$ cat src/rtl/fb_stream_writer_pkg.sv
// Shared definitions for the frame-buffer write path: FSM encoding,
// RGB444 field layout, default picture geometry and bank base helpers.
package fb_stream_writer_pkg;

    // Write-side FSM states
    typedef enum logic [1:0] {
        IDLE      = 2'd0,
        WRITE     = 2'd1,
        WAIT_SWAP = 2'd2
    } wr_state_e;

    // RGB444 pixel layout {r, g, b}
    localparam int RGB_R_MSB = 11;
    localparam int RGB_R_LSB = 8;
    localparam int RGB_G_MSB = 7;
    localparam int RGB_G_LSB = 4;
    localparam int RGB_B_MSB = 3;
    localparam int RGB_B_LSB = 0;

    // Default stored-picture geometry
    localparam int DEF_PICTURE_WIDTH  = 320;
    localparam int DEF_PICTURE_HEIGHT = 179;
    localparam int DEF_FRAME_PIX      = DEF_PICTURE_WIDTH * DEF_PICTURE_HEIGHT;

    // Bank bases for the default geometry; the display side uses the same values
    localparam int BANK0_BASE = 0;
    localparam int BANK1_BASE = DEF_FRAME_PIX;

    // Base address of a bank for an arbitrary picture size
    function automatic int unsigned bank_base(input logic bank, input int unsigned frame_pix);
        return bank ? frame_pix : 32'd0;
    endfunction

endpackage

$ cat src/rtl/fb_bank_ctrl.sv
// Double-bank bookkeeping: which bank is written, which is displayed,
// and the display base address. Banks only swap on an explicit request.
module fb_bank_ctrl
    import fb_stream_writer_pkg::*;
#(
    parameter int ADDR_W    = 17,
    parameter int FRAME_PIX = DEF_FRAME_PIX
) (
    input  logic              clk,
    input  logic              srst,
    input  logic              swap,
    output logic              wr_bank,
    output logic [ADDR_W-1:0] rd_base
);

    localparam logic [ADDR_W-1:0] RD_BASE_BANK1 = ADDR_W'(bank_base(1'b1, FRAME_PIX));

    logic wr_bank_reg;
    logic rd_bank_reg;

    // Bank registers: write bank always opposite the displayed bank
    always_ff @(posedge clk) begin
        if (srst) begin
            wr_bank_reg <= 1'b1;
            rd_bank_reg <= 1'b0;
        end else if (swap) begin
            rd_bank_reg <= wr_bank_reg;
            wr_bank_reg <= ~wr_bank_reg;
        end
    end

    assign wr_bank = wr_bank_reg;
    // Base follows the registered read bank, so it changes on the swap edge
    assign rd_base = rd_bank_reg ? RD_BASE_BANK1 : '0;

endmodule

$ cat src/rtl/fb_stream_writer.sv
// Writes one RGB444 picture from a valid/ready stream into the
// non-displayed bank of a double-banked frame buffer, then stalls
// until the display frame boundary to swap banks without tearing.
module fb_stream_writer
    import fb_stream_writer_pkg::*;
#(
    parameter int PICTURE_WIDTH  = DEF_PICTURE_WIDTH,
    parameter int PICTURE_HEIGHT = DEF_PICTURE_HEIGHT,
    parameter int ADDR_W         = 17,
    parameter int DATA_W         = 12
) (
    input  logic              clk,
    input  logic              rst,
    input  logic              s_valid,
    output logic              s_ready,
    input  logic [DATA_W-1:0] s_data,
    input  logic              s_sof,
    input  logic              frame_tick,
    output logic              wr_en,
    output logic [ADDR_W-1:0] wr_addr,
    output logic [DATA_W-1:0] wr_data,
    output logic [ADDR_W-1:0] rd_base,
    output logic              frame_done,
    output logic              resync
);

    localparam int                FRAME_PIX  = PICTURE_WIDTH * PICTURE_HEIGHT;
    localparam logic [ADDR_W-1:0] LAST_IDX   = ADDR_W'(FRAME_PIX - 1);
    localparam logic [ADDR_W-1:0] BANK1_BASE = ADDR_W'(bank_base(1'b1, FRAME_PIX));

    wr_state_e         state_reg, state_next;
    logic [ADDR_W-1:0] pix_idx_reg, pix_idx_next;
    logic [ADDR_W-1:0] wr_idx;
    logic              wr_now;
    logic              done_next;
    logic              resync_next;
    logic              swap;
    logic              wr_bank;
    logic              handshake;

    logic              wr_en_reg;
    logic [ADDR_W-1:0] wr_addr_reg;
    logic [DATA_W-1:0] wr_data_reg;
    logic              frame_done_reg;
    logic              resync_reg;

    // Stall the source only while a finished picture waits for the swap
    assign s_ready   = ~rst & (state_reg != WAIT_SWAP);
    assign handshake = s_valid & s_ready;

    fb_bank_ctrl #(
        .ADDR_W    (ADDR_W),
        .FRAME_PIX (FRAME_PIX)
    ) u_bank_ctrl (
        .clk     (clk),
        .srst    (rst),
        .swap    (swap),
        .wr_bank (wr_bank),
        .rd_base (rd_base)
    );

    // Next-state, pixel index and write-request decode
    always_comb begin
        state_next   = state_reg;
        pix_idx_next = pix_idx_reg;
        wr_now       = 1'b0;
        wr_idx       = '0;
        done_next    = 1'b0;
        resync_next  = 1'b0;
        swap         = 1'b0;
        case (state_reg)
            IDLE: begin
                // Pixels before the first start-of-frame are discarded
                if (handshake && s_sof) begin
                    wr_now       = 1'b1;
                    pix_idx_next = ADDR_W'(1);
                    state_next   = WRITE;
                end
            end
            WRITE: begin
                if (handshake) begin
                    wr_now = 1'b1;
                    if (s_sof) begin
                        // Source restarted mid-picture: realign to pixel 0
                        pix_idx_next = ADDR_W'(1);
                        resync_next  = 1'b1;
                    end else begin
                        wr_idx = pix_idx_reg;
                        if (pix_idx_reg == LAST_IDX) begin
                            done_next  = 1'b1;
                            state_next = WAIT_SWAP;
                        end else begin
                            pix_idx_next = pix_idx_reg + ADDR_W'(1);
                        end
                    end
                end
            end
            WAIT_SWAP: begin
                if (frame_tick) begin
                    swap         = 1'b1;
                    pix_idx_next = '0;
                    state_next   = IDLE;
                end
            end
            default: state_next = IDLE;
        endcase
    end

    // State, index and registered RAM port-A write
    always_ff @(posedge clk) begin
        if (rst) begin
            state_reg      <= IDLE;
            pix_idx_reg    <= '0;
            wr_en_reg      <= 1'b0;
            wr_addr_reg    <= '0;
            wr_data_reg    <= '0;
            frame_done_reg <= 1'b0;
            resync_reg     <= 1'b0;
        end else begin
            state_reg      <= state_next;
            pix_idx_reg    <= pix_idx_next;
            wr_en_reg      <= wr_now;
            frame_done_reg <= done_next;
            resync_reg     <= resync_next;
            if (wr_now) begin
                wr_addr_reg <= (wr_bank ? BANK1_BASE : '0) + wr_idx;
                wr_data_reg <= s_data;
            end
        end
    end

    assign wr_en      = wr_en_reg;
    assign wr_addr    = wr_addr_reg;
    assign wr_data    = wr_data_reg;
    assign frame_done = frame_done_reg;
    assign resync     = resync_reg;

endmodule

$ cat config.mk
export PLATFORM = sky130hd
export DESIGN_NAME = fb_stream_writer
export DESIGN_NICKNAME = d
export VERILOG_FILES = /design/src/rtl/fb_stream_writer_pkg.sv /design/src/rtl/fb_bank_ctrl.sv /design/src/rtl/fb_stream_writer.sv
export SDC_FILE = /design/constraint.sdc
export NUM_CORES = 1
export LEC_CHECK = 0
export CAP_MARGIN = 5
export CORE_ASPECT_RATIO = 2
export CORE_MARGIN = 4
export CORE_UTILIZATION = 35
export DETAILED_ROUTE_END_ITERATION = 8
export SETUP_SLACK_MARGIN = 0.02
export SLEW_MARGIN = 20
export SYNTH_ARGS = -nofsm -noshare
export SYNTH_HDL_FRONTEND = slang
export SYNTH_SLANG_ARGS = --single-unit
$ cat constraint.sdc
create_clock -name clk -period 4.15 [get_ports clk]
set_input_delay 1.245 -clock clk [delete_from_list [all_inputs] [get_ports clk]]
set_output_delay 1.245 -clock clk [all_outputs]
set_load 0.1 [all_outputs]
After elaboration in Yosys (flattened, before gate mapping)
Cells that the tools add are included.
{"block": "totals", "mem_count": 0, "latch_bits": 0, "ramBits": 0, "output_inout_bits": 50, "rom_bits": 0, "ff_bits": 53}
{"block": "classes", "n_mul": 0, "order_cmp": 0, "eq_ne": 10, "add_sub_neg": 2, "bitwise_logic": 6, "n_div": 0, "shift": 0, "reduce_logical": 7, "muxes": 24}
{"cell": "two-way mux 17 bit", "n": 8}
{"cell": "one-hot mux 17 bit (3 select lines)", "n": 1}
{"cell": "two-way mux 16 bit", "n": 2}
{"cell": "adder 16 x 17 -> 17 bit", "n": 1}
{"cell": "adder 17 x 1 -> 17 bit, second input constant", "n": 1}
{"cell": "== test 17 x 16 -> 1 bit, second input constant", "n": 1}
{"cell": "inequality test 2 bit, second input constant", "n": 6}
{"cell": "two-way mux 2 bit", "n": 5}
{"cell": "AND reduction 5 bit", "n": 2}
{"cell": "two-way mux 1 bit", "n": 6}
{"cell": "one-hot mux 2 bit (3 select lines)", "n": 1}
{"cell": "inverter 1 bit", "n": 4}
{"cell": "OR reduction 4 bit", "n": 1}
{"cell": "inequality test 3 bit, second input constant", "n": 1}
{"cell": "nonzero test 3 bit", "n": 1}
{"cell": "OR reduction 3 bit", "n": 1}
{"cell": "AND 1 bit", "n": 2}
{"cell": "== test 2 x 1 -> 1 bit, second input constant", "n": 1}
{"cell": "== test 2 bit, second input constant", "n": 1}
{"cell": "logical NOT 2 bit", "n": 1}
{"cell": "one-hot mux 1 bit (2 select lines)", "n": 1}
{"cell": "logical AND 1 bit", "n": 1}

Depth between registers and ports, before layout
{"block": "logic_depth", "depth_word": 6, "ltp_mapped": 15, "mapped_depth_nobuf": 14}

By module
Synthesis repeated with hierarchy kept, for this count alone.
{"block": "hier_totals", "hier_cells": 362, "area_unflattened_um2": 2885.3}
{"mod": "fb_stream_writer", "cells_each": 338, "instances": 1, "area_per_inst_um2": 2685.1, "seq_area_each_um2": 1021.0}
{"mod": "fb_bank_ctrl", "cells_each": 24, "instances": 1, "area_per_inst_um2": 200.2, "seq_area_each_um2": 40.0}

Worst setup path before layout
No wires, ideal clock.
{"block": "synth_path", "kind": "input to output", "startpoint": "in rst", "endpoint": "out s_ready", "path_slack_ns": 0.380, "t_arrival_ns": 2.525, "n_path_buf": 0, "cell_stages": 1, "required_ns": 2.905, "cell_sequence": "nor2_1"}
{"block": "synth_via", "elab_chain_cells": 2}
{"item": "start, declared", "line_no": "fb_stream_writer.sv:13", "text": "input logic rst,"}
{"item": "inverter 1 bit", "line_no": "fb_stream_writer.sv:48", "text": "assign s_ready = ~rst & (state_reg != WAIT_SWAP);"}
{"item": "AND 1 bit", "line_no": "fb_stream_writer.sv:48"}
{"item": "end, declared", "line_no": "fb_stream_writer.sv:15", "text": "output logic s_ready,"}
No other way between the ends.

Final worst setup path
Ends and elaborated chain as after synthesis.

==> results.txt <==
The run finished with clean final reports. The proportion of synthesized flip-flops having asynchronous set or reset came out at 0%. The cell depth of the worst min-delay path came out at 2. The worst path needs 3690 ps of the cycle, external delays included.

In this run the vertical extent of the chip is 135 um. The count of nets left with antenna violations after detail routing is 0. The number of design-rule violations left by the first detailed-router iteration came out at 130. The kind of start point of the critical path is an input port. The number of global-route vias before repair came out at 2,440. The cell area power density came out at 511 mW/mm^2. The number of clock sinks is 53. The number of remaining DRC errors came out at 0. The data arrival time of the worst path came out at 2440 ps.

Of the cells placed in the final design, the portion with a size suffix greater than 1 is 5.81%. The flip-flop cell with the highest count after synthesis is sky130_fd_sc_hd__dfxtp_1. The cell count after synthesis is 348. The count of standard-cell rows came out at 46. The aggregate routed wire length came out at 6.92 mm. Detailed routing inserted a total of 2,449 vias. The initial utilization of the core area, before any placement, comes to 35.6%. The cell total after placement is 484. Pin placement for this block handled 67 I/O pins. Leaving out fill and tap cells, the most frequent cells in the layout are 57 x sky130_fd_sc_hd__clkdlybuf4s50_1, 53 x sky130_fd_sc_hd__dfxtp_1, 44 x sky130_fd_sc_hd__nand2_1, 35 x sky130_fd_sc_hd__nor2_1, 28 x sky130_fd_sc_hd__a21oi_1. The area growth from synthesis to layout is 27.3%. The clock transition at the register clock pins on the worst setup and hold paths after CTS came out at 70 ps. The routed wire length on met2 is 3.98 mm. The portion of synthesized cell area occupied by the leading cell type came out at 37.8%. The CTS buffer count is 5.

The post-route met1 wirelength came out at 2.48 mm. The number of setup violations in the final report is 0. Across the run, the number of max-cap violations was 0.

The number of cells in the finished layout apart from fillers is 492. The library cell used most frequently in the layout, excluding fill and tap cells, is sky130_fd_sc_hd__clkdlybuf4s50_1. The average cell area after synthesis came out at 8.07 um^2. STA puts the critical path data required time at 2900 ps.

IR analysis of the VDD net gives a maximum drop of 213 uV. The maximum fanout encountered on the critical timing path came out at 32. The worst-case reg-to-reg path depth is 13. The total routing usage reported by global routing is 15.3%. After synthesis, the netlist uses 47 different library cells. The setup slack after placement is 139 ps. The buffer type at the clock tree root is sky130_fd_sc_hd__clkbuf_16. In this run the worst hold path is classified as reg2reg. The final period utilization came out at 88.8%. The slack of the critical path came out at 464 ps. The layout filler cell count came out at 792.

The maximum buffer depth of the clock tree came out at 2. The worst setup path is captured at an output pin. The Yosys step of the flow raised 0 warnings. The endpoint identified for the worst register-to-register timing path is wr_addr[16]. The number of synthesized flops with an enable pin is 0. Across all hold checks on the routed design, the worst slack comes to 454 ps. The number of pins exceeding their max-slew limit in the final report was 0. The reported leakage power is 1.34 nW. The launch point of the worst hold path is wr_data[5].

The post-synthesis register bit count is 53. After clock tree synthesis, the setup repair step added 0 buffers. The number of antenna violations at the first check in global routing came out at 0. The worst min-delay path endpoint is wr_data[5]. The post-detailed-placement half-perimeter wirelength came out at 5.35 mm. The reg-to-reg critical path startpoint is state_reg[0].

The standard cell area after detailed placement is 0.00342 mm^2. Setup repair after global routing left no endpoint under its margin. The later pin in the worst-skew pair is clocked with a latency of 300 ps.

TritonCTS built the clock tree. The number of endpoints with negative hold slack in the final report came out at 0. The worst setup path is of the in2out kind. The cell area after synthesis came out at 0.00281 mm^2. In this run the horizontal extent of the chip is 71.3 um. In this run, post-CTS repair resized a total of 0 instances. The synthesized design spends more area on one cell type than any other, namely sky130_fd_sc_hd__dfxtp_1. The highest attainable clock frequency is 271 MHz. In this run the tool buffered the top-level ports with 58 buffer cells.

After detailed routing, the met3 layer carries 284 um of wire. The per-cell routed wire length came out at 14.1 um. The die covers 0.00961 mm^2. Yosys attributes the largest share of cell area to sky130_fd_sc_hd__dfxtp_1 38%, sky130_fd_sc_hd__ha_1 6.2%, sky130_fd_sc_hd__nand2_1 5.9%, sky130_fd_sc_hd__a21oi_1 5.0%, sky130_fd_sc_hd__nor2_1 4.7%. The top routing layer in use is met4. The remaining global-route overflow is 0. The largest net degree at the start of global routing came out at 35. The H-tree generated during clock tree synthesis spans 2 levels. The flop-to-flop setup slack came out at 1080 ps. For this run, the register share of the synthesized area comes to 37.8%.

The slew of the pin with the lowest slew margin came out at 1020 ps. The area of the placeable core is 0.00789 mm^2. The antenna diode count came out at 0. The finished layout cell area came out at 0.00357 mm^2.

Dividing the detail-routed via count by the number of cells gives 4.98. The first-pass GRT wire length came out at 11.5 mm. For the final routed database, the setup TNS stands at 0 ps.

The setup skew after layout is 10.5 ps. The routability-driven placement congestion ratio is 0.834. Hold repair after CTS inserted 0 buffers. The number of nets in the finished design came out at 427. The first detailed-routing pass took 4 iterations. Headroom to the max-slew limit came out at 32.0%.
[cell usage after synthesis, types with 3 or more instances]
| library cell | instances |
|---|---|
| sky130_fd_sc_hd__a21oi_1 | 28 |
| sky130_fd_sc_hd__a22oi_1 | 5 |
| sky130_fd_sc_hd__and2_1 | 10 |
| sky130_fd_sc_hd__and3_1 | 8 |
| sky130_fd_sc_hd__buf_4 | 17 |
| sky130_fd_sc_hd__clkbuf_1 | 13 |
| sky130_fd_sc_hd__dfxtp_1 | 53 |
| sky130_fd_sc_hd__ha_1 | 14 |
| sky130_fd_sc_hd__inv_1 | 10 |
| sky130_fd_sc_hd__nand2_1 | 44 |
| sky130_fd_sc_hd__nand2b_1 | 3 |
| sky130_fd_sc_hd__nand3_1 | 22 |
| sky130_fd_sc_hd__nand4_1 | 6 |
| sky130_fd_sc_hd__nor2_1 | 35 |
| sky130_fd_sc_hd__nor3_1 | 6 |
| sky130_fd_sc_hd__o211ai_1 | 3 |
| sky130_fd_sc_hd__o21ai_0 | 16 |
| sky130_fd_sc_hd__or3_1 | 4 |
| sky130_fd_sc_hd__xnor2_1 | 8 |
| sky130_fd_sc_hd__xor2_1 | 7 |
[worst max-delay path, stage by stage]
cell                              delay [ps]
sky130_fd_sc_hd__clkdlybuf4s50_1         480
sky130_fd_sc_hd__buf_4                   340
sky130_fd_sc_hd__nor2_1                  160
sky130_fd_sc_hd__buf_12                  200
[kinds of logic after synthesis]
group / after synthesis / synth area share, %
other: 1 / 0.134
DFF: 53 / 37.8
AOI/OAI and AO/OA: 67 / 14.3
xor gates and xnor gates: 15 / 4.68
adders and majority gates: 15 / 6.95
and+or+nand+nor: 152 / 27.3
buffers and inverters: 43 / 8.11
muxes: 2 / 0.713
[final cells by class]
type / count / area [um^2] / area share, %
multi-input cells: 259 / 1550 / 43.3
inverters: 11 / 41.3 / 1.16
clock inverters: 3 / 25.0 / 0.700
well taps: 96 / 120 / 3.36
flip-flops and latches: 53 / 1060 / 29.7
clock buffers: 5 / 125 / 3.50
repair buffers: 65 / 656 / 18.3
[how the worst max path moves through the flow]
stage | start | end | slack, ps | cells after the start
2_1_floorplan | rst | s_ready | 380 | 1
3_3_place_gp | s_valid | wr_addr[16] | 190 | 12
3_5_place_dp | s_valid | wr_addr[16] | 140 | 12
4_1_cts | s_valid | wr_addr[16] | 440 | 12
5_1_grt | rst | wr_addr[16] | 140 | 12
6_report | rst | s_ready | 460 | 4
[power breakdown]
| part | switching, mW | total [mW] | internal [mW] |
|---|---|---|---|
| registers | 0.0335 | 0.592 | 0.558 |
| logic | 0.590 | 0.810 | 0.219 |
| clock network | 0.199 | 0.426 | 0.227 |
[per-layer routing]
layer,up-vias,track usage (%)
met5,-,0
met4,0,7.43
met3,8,2.24
met2,66,30.4
met1,1112,14.4
li1,1263,-
[per-stage QoR]
| step | utilization (%) | power (mW) |
|---|---|---|
| final | 45.3 | 1.83 |
| after detailed placement | 43.4 | 1.42 |
| after global placement | 43.4 | 1.41 |
| after floorplan | - | 1.23 |
| after CTS | 45.3 | 1.85 |
| after global routing | 45.3 | 1.92 |
Note: power is estimated with default switching activity, not from simulation.
